### src/rtl/controle_exibe_sequencia.sv
// Plays the stored sequence on the LEDs: address 0..limite, each word lit T_ON cycles, then blank T_OFF cycles.
// Optional restart input `repetir` is enabled by defining EXIBE_REPETIR_EN.
module controle_exibe_sequencia #(
  parameter int ADDR_W = 4,
  parameter int DATA_W = 4,
  parameter int T_ON   = 1000,
  parameter int T_OFF  = 500
) (
  input  logic              clock,
  input  logic              reset,
  input  logic              iniciar,
`ifdef EXIBE_REPETIR_EN
  input  logic              repetir,
`endif
  input  logic [ADDR_W-1:0] limite,
  input  logic [DATA_W-1:0] dado_mem,
  output logic [ADDR_W-1:0] endereco,
  output logic [DATA_W-1:0] leds,
  output logic              exibindo,
  output logic              pronto,
  output logic [3:0]        db_estado
);

  localparam int TMAX = (T_ON > T_OFF) ? T_ON : T_OFF;
  localparam int TW   = $clog2(TMAX + 1);

  typedef enum logic [3:0] {
    INICIAL = 4'd0,
    PREPARA = 4'd1,
    CARREGA = 4'd2,
    ACENDE  = 4'd3,
    APAGA   = 4'd4,
    PROXIMO = 4'd5,
    FIM     = 4'd6
  } estado_t;

  estado_t           state_q, state_d;
  logic [TW-1:0]     timer_q, timer_d;
  logic [ADDR_W-1:0] endereco_q, endereco_d;
  logic [ADDR_W-1:0] limite_q, limite_d;
  logic [DATA_W-1:0] leds_q, leds_d;
  logic              repetir_w;
  logic              ton_fim, toff_fim, ultimo;

`ifdef EXIBE_REPETIR_EN
  assign repetir_w = repetir;
`else
  assign repetir_w = 1'b0;
`endif

  assign ton_fim  = (timer_q == TW'(T_ON - 1));
  assign toff_fim = (timer_q == TW'(T_OFF - 1));
  assign ultimo   = (endereco_q == limite_q);

  always_ff @(posedge clock or negedge reset) begin
    if (!reset) state_q <= INICIAL;
    else        state_q <= state_d;
  end

  always_comb begin
    state_d = state_q;
    case (state_q)
      INICIAL: if (iniciar) state_d = PREPARA;
      PREPARA: state_d = CARREGA;
      CARREGA: state_d = ACENDE;
      ACENDE:  if (ton_fim) state_d = APAGA;
      APAGA:   if (toff_fim) state_d = ultimo ? FIM : PROXIMO;
      PROXIMO: state_d = CARREGA;
      FIM:     state_d = INICIAL;
      default: state_d = INICIAL;
    endcase
    // restart request overrides any timer expiry in the playback states
    if (repetir_w && (state_q == CARREGA || state_q == ACENDE ||
                      state_q == APAGA   || state_q == PROXIMO))
      state_d = PREPARA;
  end

  always_comb begin
    exibindo  = (state_q == PREPARA) || (state_q == CARREGA) || (state_q == ACENDE) ||
                (state_q == APAGA)   || (state_q == PROXIMO);
    pronto    = (state_q == FIM);
    db_estado = state_q;
  end

  always_comb begin
    endereco_d = endereco_q;
    limite_d   = limite_q;
    timer_d    = '0;
    leds_d     = '0;
    if (state_d == state_q && (state_q == ACENDE || state_q == APAGA))
      timer_d = timer_q + TW'(1);
    if (state_q == PREPARA) begin
      endereco_d = '0;
      limite_d   = limite;
    end
    if (state_q == PROXIMO && state_d == CARREGA)
      endereco_d = endereco_q + ADDR_W'(1);
    // pattern is captured when leaving CARREGA and held only while ACENDE continues
    if (state_q == CARREGA && state_d == ACENDE)
      leds_d = dado_mem;
    else if (state_q == ACENDE && state_d == ACENDE)
      leds_d = leds_q;
  end

  always_ff @(posedge clock or negedge reset) begin
    if (!reset) begin
      timer_q    <= '0;
      endereco_q <= '0;
      limite_q   <= '0;
      leds_q     <= '0;
    end else begin
      timer_q    <= timer_d;
      endereco_q <= endereco_d;
      limite_q   <= limite_d;
      leds_q     <= leds_d;
    end
  end

  assign endereco = endereco_q;
  assign leds     = leds_q;

endmodule

### config.mk
export PLATFORM = sky130hd
export DESIGN_NAME = controle_exibe_sequencia
export DESIGN_NICKNAME = d
export VERILOG_FILES = /design/src/rtl/controle_exibe_sequencia.sv
export SDC_FILE = /design/constraint.sdc
export NUM_CORES = 1
export LEC_CHECK = 0
export ABC_AREA = 1
export CAP_MARGIN = 20
export CORE_ASPECT_RATIO = 0.9
export CORE_MARGIN = 4
export CORE_UTILIZATION = 25
export CTS_CLUSTER_DIAMETER = 30
export DETAILED_ROUTE_END_ITERATION = 10
export GPL_ROUTABILITY_DRIVEN = 0
export GPL_TIMING_DRIVEN = 0
export PLACE_DENSITY = 0.5
export SETUP_SLACK_MARGIN = 0.4
export SYNTH_ARGS = -nofsm -noshare
export SYNTH_HDL_FRONTEND = slang
export SYNTH_SLANG_ARGS = --single-unit
export TNS_END_PERCENT = 20
### constraint.sdc
create_clock -name clock -period 4.19 [get_ports clock]
set_input_delay 0.419 -clock clock [delete_from_list [all_inputs] [get_ports clock]]
set_output_delay 0.419 -clock clock [all_outputs]
set_load 0.05 [all_outputs]
; ---- Word level (Yosys, flattened, before mapping)
; Cells that the tools add are included.
[totals]
register_bits = 26
latch_bits = 0
ram_bits = 0
romBits = 0
input_bits = 11
output_inout_bits = 14
mem_count = 0
[classes]
add_sub_neg = 2
n_mul = 0
div = 0
n_lt_le_gt_ge = 0
eq_ne = 13
shifts = 0
muxes = 10
bitwise = 0
reduce_logical = 12
[op_table]
columns = cell, count
row1 = $mux 4, 7
row2 = $pmux 4 s5, 1
row3 = $eq 4x2->1 const B, 4
row4 = $eq 4x3->1 const B, 3
row5 = $add 10x1->10 const B, 1
row6 = $eq 10x10->1 const B, 1
row7 = $eq 10x9->1 const B, 1
row8 = $mux 10, 1
row9 = $eq 4x4->1, 2
row10 = $logic_or 1x1->1, 5
row11 = $add 4x1->4 const B, 1
row12 = $eq 4x1->1 const B, 1
row13 = $logic_and 1x1->1, 4
row14 = $logic_not 4->1, 1
row15 = $mux 2, 1
row16 = $ne 2x2->1 const B, 1
row17 = $reduce_bool 2->1, 1
row18 = $reduce_or 2->1, 1

; ---- Longest topological paths before layout
[logic_depth]
depth_word = 8
depth_mapped = 11
mapped_depth_nobuf = 11

; ---- Worst setup path before layout
; OpenSTA, ideal clock, no wires.
[synth_path]
path_type = reg-to-output
from = reg state_q[1] (netlist: db_estado[1])
to = out pronto
arrival_time_ns = 1.993
slack_ns = 1.778
path_stages_with_launch = 3
path_buffers = 0
cell_sequence = dfrtp_1 > inv_1 > nor3_1
[synth_between]
elab_chain_len = 1
[synth_lines]
columns = element, line
row1 = start: declaration, 37  ; estado_t state_q, state_d;
row2 = start signal: assignment, 57  ; else state_q <= state_d;
row3 = $eq 4x3->1, 81  ; pronto = (state_q == FIM);
row4 = end: declaration, 20  ; output logic pronto,
; No other way between the ends.

; ---- Worst setup path after layout
[layout_path]
from = reg state_q[3] (netlist: db_estado[3])
to = out exibindo
[layout_between]
elab_chain_len = 5
[layout_lines]
columns = element, line
row1 = $eq 4x1->1 / $eq 4x2->1 (equally long branches), 79  ; exibindo = (state_q == PREPARA) || (state_q == CARREGA) || (state_q == ACENDE) ||
row2 = $logic_or 1x1->1 (3 in a row), 79
row3 = $logic_or 1x1->1 *, 80  ; (state_q == APAGA) || (state_q == PROXIMO);
row4 = end: declaration, 19  ; output logic exibindo,
; Every way passes the cells marked *; elsewhere a longest branch is shown, timed or not.

==> impl_metrics.env <==
export IMPL_syn_area_per_cell_um2=8.052
export IMPL_ff2ff_setup_slack_ns=2.51
export IMPL_fillerInstances=558
export IMPL_timing_rr_end="timer_q[3]"
export IMPL_placeableCoreArea_mm2=0.005286
export IMPL_ratio_of_cells_with_drive_above_1_in_the_final_layout=0.1055
export IMPL_timing_hold_worst_class="reg -> reg"
export IMPL_fmax_ghz=0.4256
export IMPL_hold_path_endpoint="timer_q[0]"
export IMPL_synth_ff_latch_count=26
export IMPL_post_dp_cell_area_mm2=0.001708
export IMPL_cts_setup_buffers=0
export IMPL_cts_sinks=26
export IMPL_min_period_over_period=0.5608
export IMPL_dieHeight_um=78.20
export IMPL_clockBufferDepth=2
export IMPL_dr_first_iter_drc_count=56
export IMPL_io_buffers=24
export IMPL_first_global_vias=1145
export IMPL_synth_area_leaders="dfrtp_1, nand2_1, inv_1"
export IMPL_largest_voltage_drop_on_the_vdd_net_v=0.0001666
export IMPL_synth_net_count=183
export IMPL_rsz0062_at_grt="no"
export IMPL_cap_violations=0
export IMPL_via_density_per_instance=4.233
export IMPL_commonest_cells_in_the_synthesized_netlist="nand2_1, inv_1, dfrtp_1"
export IMPL_arrival_ns=1.93
export IMPL_worst_pin_slew_ns=0.6709
export IMPL_criticalPathCategory="reg -> out"
export IMPL_design_die_area_mm2=0.006724
export IMPL_drtPass1Iterations=4
export IMPL_synth_warnings=0
export IMPL_final_antenna_net_count=0
export IMPL_timing_max_slew_rel_slack=0.5513
export IMPL_cellPowerDensity_mw_per_mm2=398.1
export IMPL_post_synthesis_cell_type_with_the_largest_combined_area="dfrtp_1"
export IMPL_antenna_cells=0
export IMPL_clk_pin_slew_worst_paths_ns=0.09
export IMPL_syn_area_mm2=0.001369
export IMPL_hold_path_startpoint="timer_q[0]"
export IMPL_post_route_cell_area_mm2=0.001763
export IMPL_final_net_count=213
export IMPL_worstHoldPathCells=1
export IMPL_cts_root_buf="clkbuf_8"
export IMPL_synth_seq_area_share=0.4753
export IMPL_design_portCount=25
export IMPL_syn_inst=170
export IMPL_synth_distinct_cells=23
export IMPL_cp_required_ns=3.77
export IMPL_synth_most_common_cell="nand2_1"
export IMPL_totalWireLength_um=2816
export IMPL_worst_skew_pair_late_latency_ns=0.27
export IMPL_number_of_enable_flip_flop_cells_after_synthesis=0
export IMPL_dieWidth_um=86.00
export IMPL_synth_flop_cell="dfrtp_1"
export IMPL_place_hpwl_um=2147
export IMPL_setup_total_negative_slack_ns=0
export IMPL_floorplan_initialDensity=0.2589
export IMPL_grt_first_pass_wirelength_um=5064
export IMPL_worst_r2r_startpoint="timer_q[0]"
export IMPL_synthDominantCellAreaShare=0.4753
export IMPL_vias=1126
export IMPL_areaGrowthSynthToFinish_pct=28.79
export IMPL_crit_path_start_kind="flip-flop"
export IMPL_final_max_slew_violation_count=0
export IMPL_timing_final_crit_period_ns=2.350
export IMPL_ctsResizeCount=0
export IMPL_cts_htree_levels=1
export IMPL_grt_remaining_overflow=0
export IMPL_whs_ns=0.4754
export IMPL_route_detailed_drc=0
export IMPL_cts_buffers_inserted=3
export IMPL_timing_reg2reg_worst_path_depth=11
export IMPL_total_leakage_power_nw=0.8245
export IMPL_fin_worst_skew_ns=0.006085
export IMPL_grt_max_degree=15
export IMPL_setup_worst_path_end_class="output pin"
export IMPL_gr_usage_all_layers=0.09229
export IMPL_timing_final_setup_violations=0
export IMPL_cts_tree="done"
export IMPL_outcome="completed"
export IMPL_asyncSetResetFlopFracSynth=1.000
export IMPL_row_count=25
export IMPL_grt_antenna_before_repair=0
export IMPL_holdBufCountCts=0
export IMPL_route_detailed_wl_per_inst_um=10.59
export IMPL_path_max_fanout=5
export IMPL_final_number_of_hold_violating_endpoints=0
placed cells by master, fill, tap and decap left out, types with 2 or more instances in the layout:
master / netlist / routed
ha_1: 2 / 2
nand2_1: 33 / 33
clkbuf_8: 0 / 4
dfrtp_1: 26 / 26
clkdlybuf4s50_1: 0 / 24
xor2_1: 5 / 5
nand3_1: 12 / 12
o21ai_0: 8 / 8
nor2_2: 6 / 6
nand3_2: 2 / 2
nand4_1: 3 / 3
a21oi_1: 4 / 4
inv_1: 27 / 27
xnor2_1: 3 / 3
o22ai_1: 3 / 3
nor3_1: 2 / 2
nand2_2: 4 / 4
nor2_1: 23 / 23
stage by stage:
step                utilization  cells  total power, W  setup WS [ns]
floorplan                     -    170       0.0004715          1.778
global placement         0.3202    261       0.0005444          2.148
detailed placement       0.3231    262       0.0005469          2.131
CTS                      0.3335    266       0.0007154          1.812
global route             0.3335    266       0.0007518          1.752
finish                   0.3335    266       0.0007017          1.840
layer usage:
layer / track usage / up-vias / share of wire / routed length (um)
li1: - / 587 / - / -
met1: 0.1250 / 509 / 0.52 / 1456
met2: 0.1464 / 28 / 0.41 / 1164
met3: 0.03253 / 2 / 0.066 / 185
met4: 0.009494 / 0 / 0.0032 / 9
met5: 0 / - / 0 / 0
flip-flops by register name, summed over array words and instances, names as in the netlist:
register   cells
limite_q       4
endereco       4
timer_q       10
db_estado      4
leds           4
worst max-delay path by stage:
stage	cells after the start	startpoint	to	slack [ns]
after global routing	3	db_estado[1]	pronto	1.75
after global placement	4	db_estado[3]	exibindo	2.15
after detailed placement	4	db_estado[3]	exibindo	2.13
final	4	db_estado[3]	exibindo	1.84
after floorplan	2	db_estado[1]	pronto	1.78
after CTS	4	db_estado[3]	exibindo	1.81
area by class of cell:
cell class / count / area, um2 / area share
clock buffer: 4 / 55.05 / 0.03123
inverter: 28 / 105.1 / 0.05962
multi-input combinational: 116 / 613.1 / 0.3478
sequential: 26 / 650.6 / 0.3691
tap: 67 / 83.83 / 0.04755
timing repair buffer: 25 / 255.2 / 0.1448
worst max-delay path, stage by stage (launching register included):
cell and delay, ns:
dfrtp_1 0.43, nor2_4 0.19, inv_1 0.10, o22ai_1 0.12
clkdlybuf4s50_1 0.82
kinds of logic after synthesis:
| group | Yosys count | synth area share |
|---|---|---|
| adders and majority gates | 2 | 0.01828 |
| buffers and inverters | 28 | 0.07678 |
| AOI/OAI and AO/OA | 17 | 0.06856 |
| xor gates and xnor gates | 8 | 0.05119 |
| DFF | 26 | 0.4753 |
| other | 1 | 0.002740 |
| and+or+nand+nor | 88 | 0.3071 |
where the power goes:
group	switching [W]	internal [W]	leakage, nW
sequential	0.0000242	0.000282	0.346
clock	0.0000796	0.0000841	0.0288
combinational	0.000154	0.0000773	0.449
total	0.000258	0.000444	0.824
No activity file was read; power rests on OpenSTA's default activity.
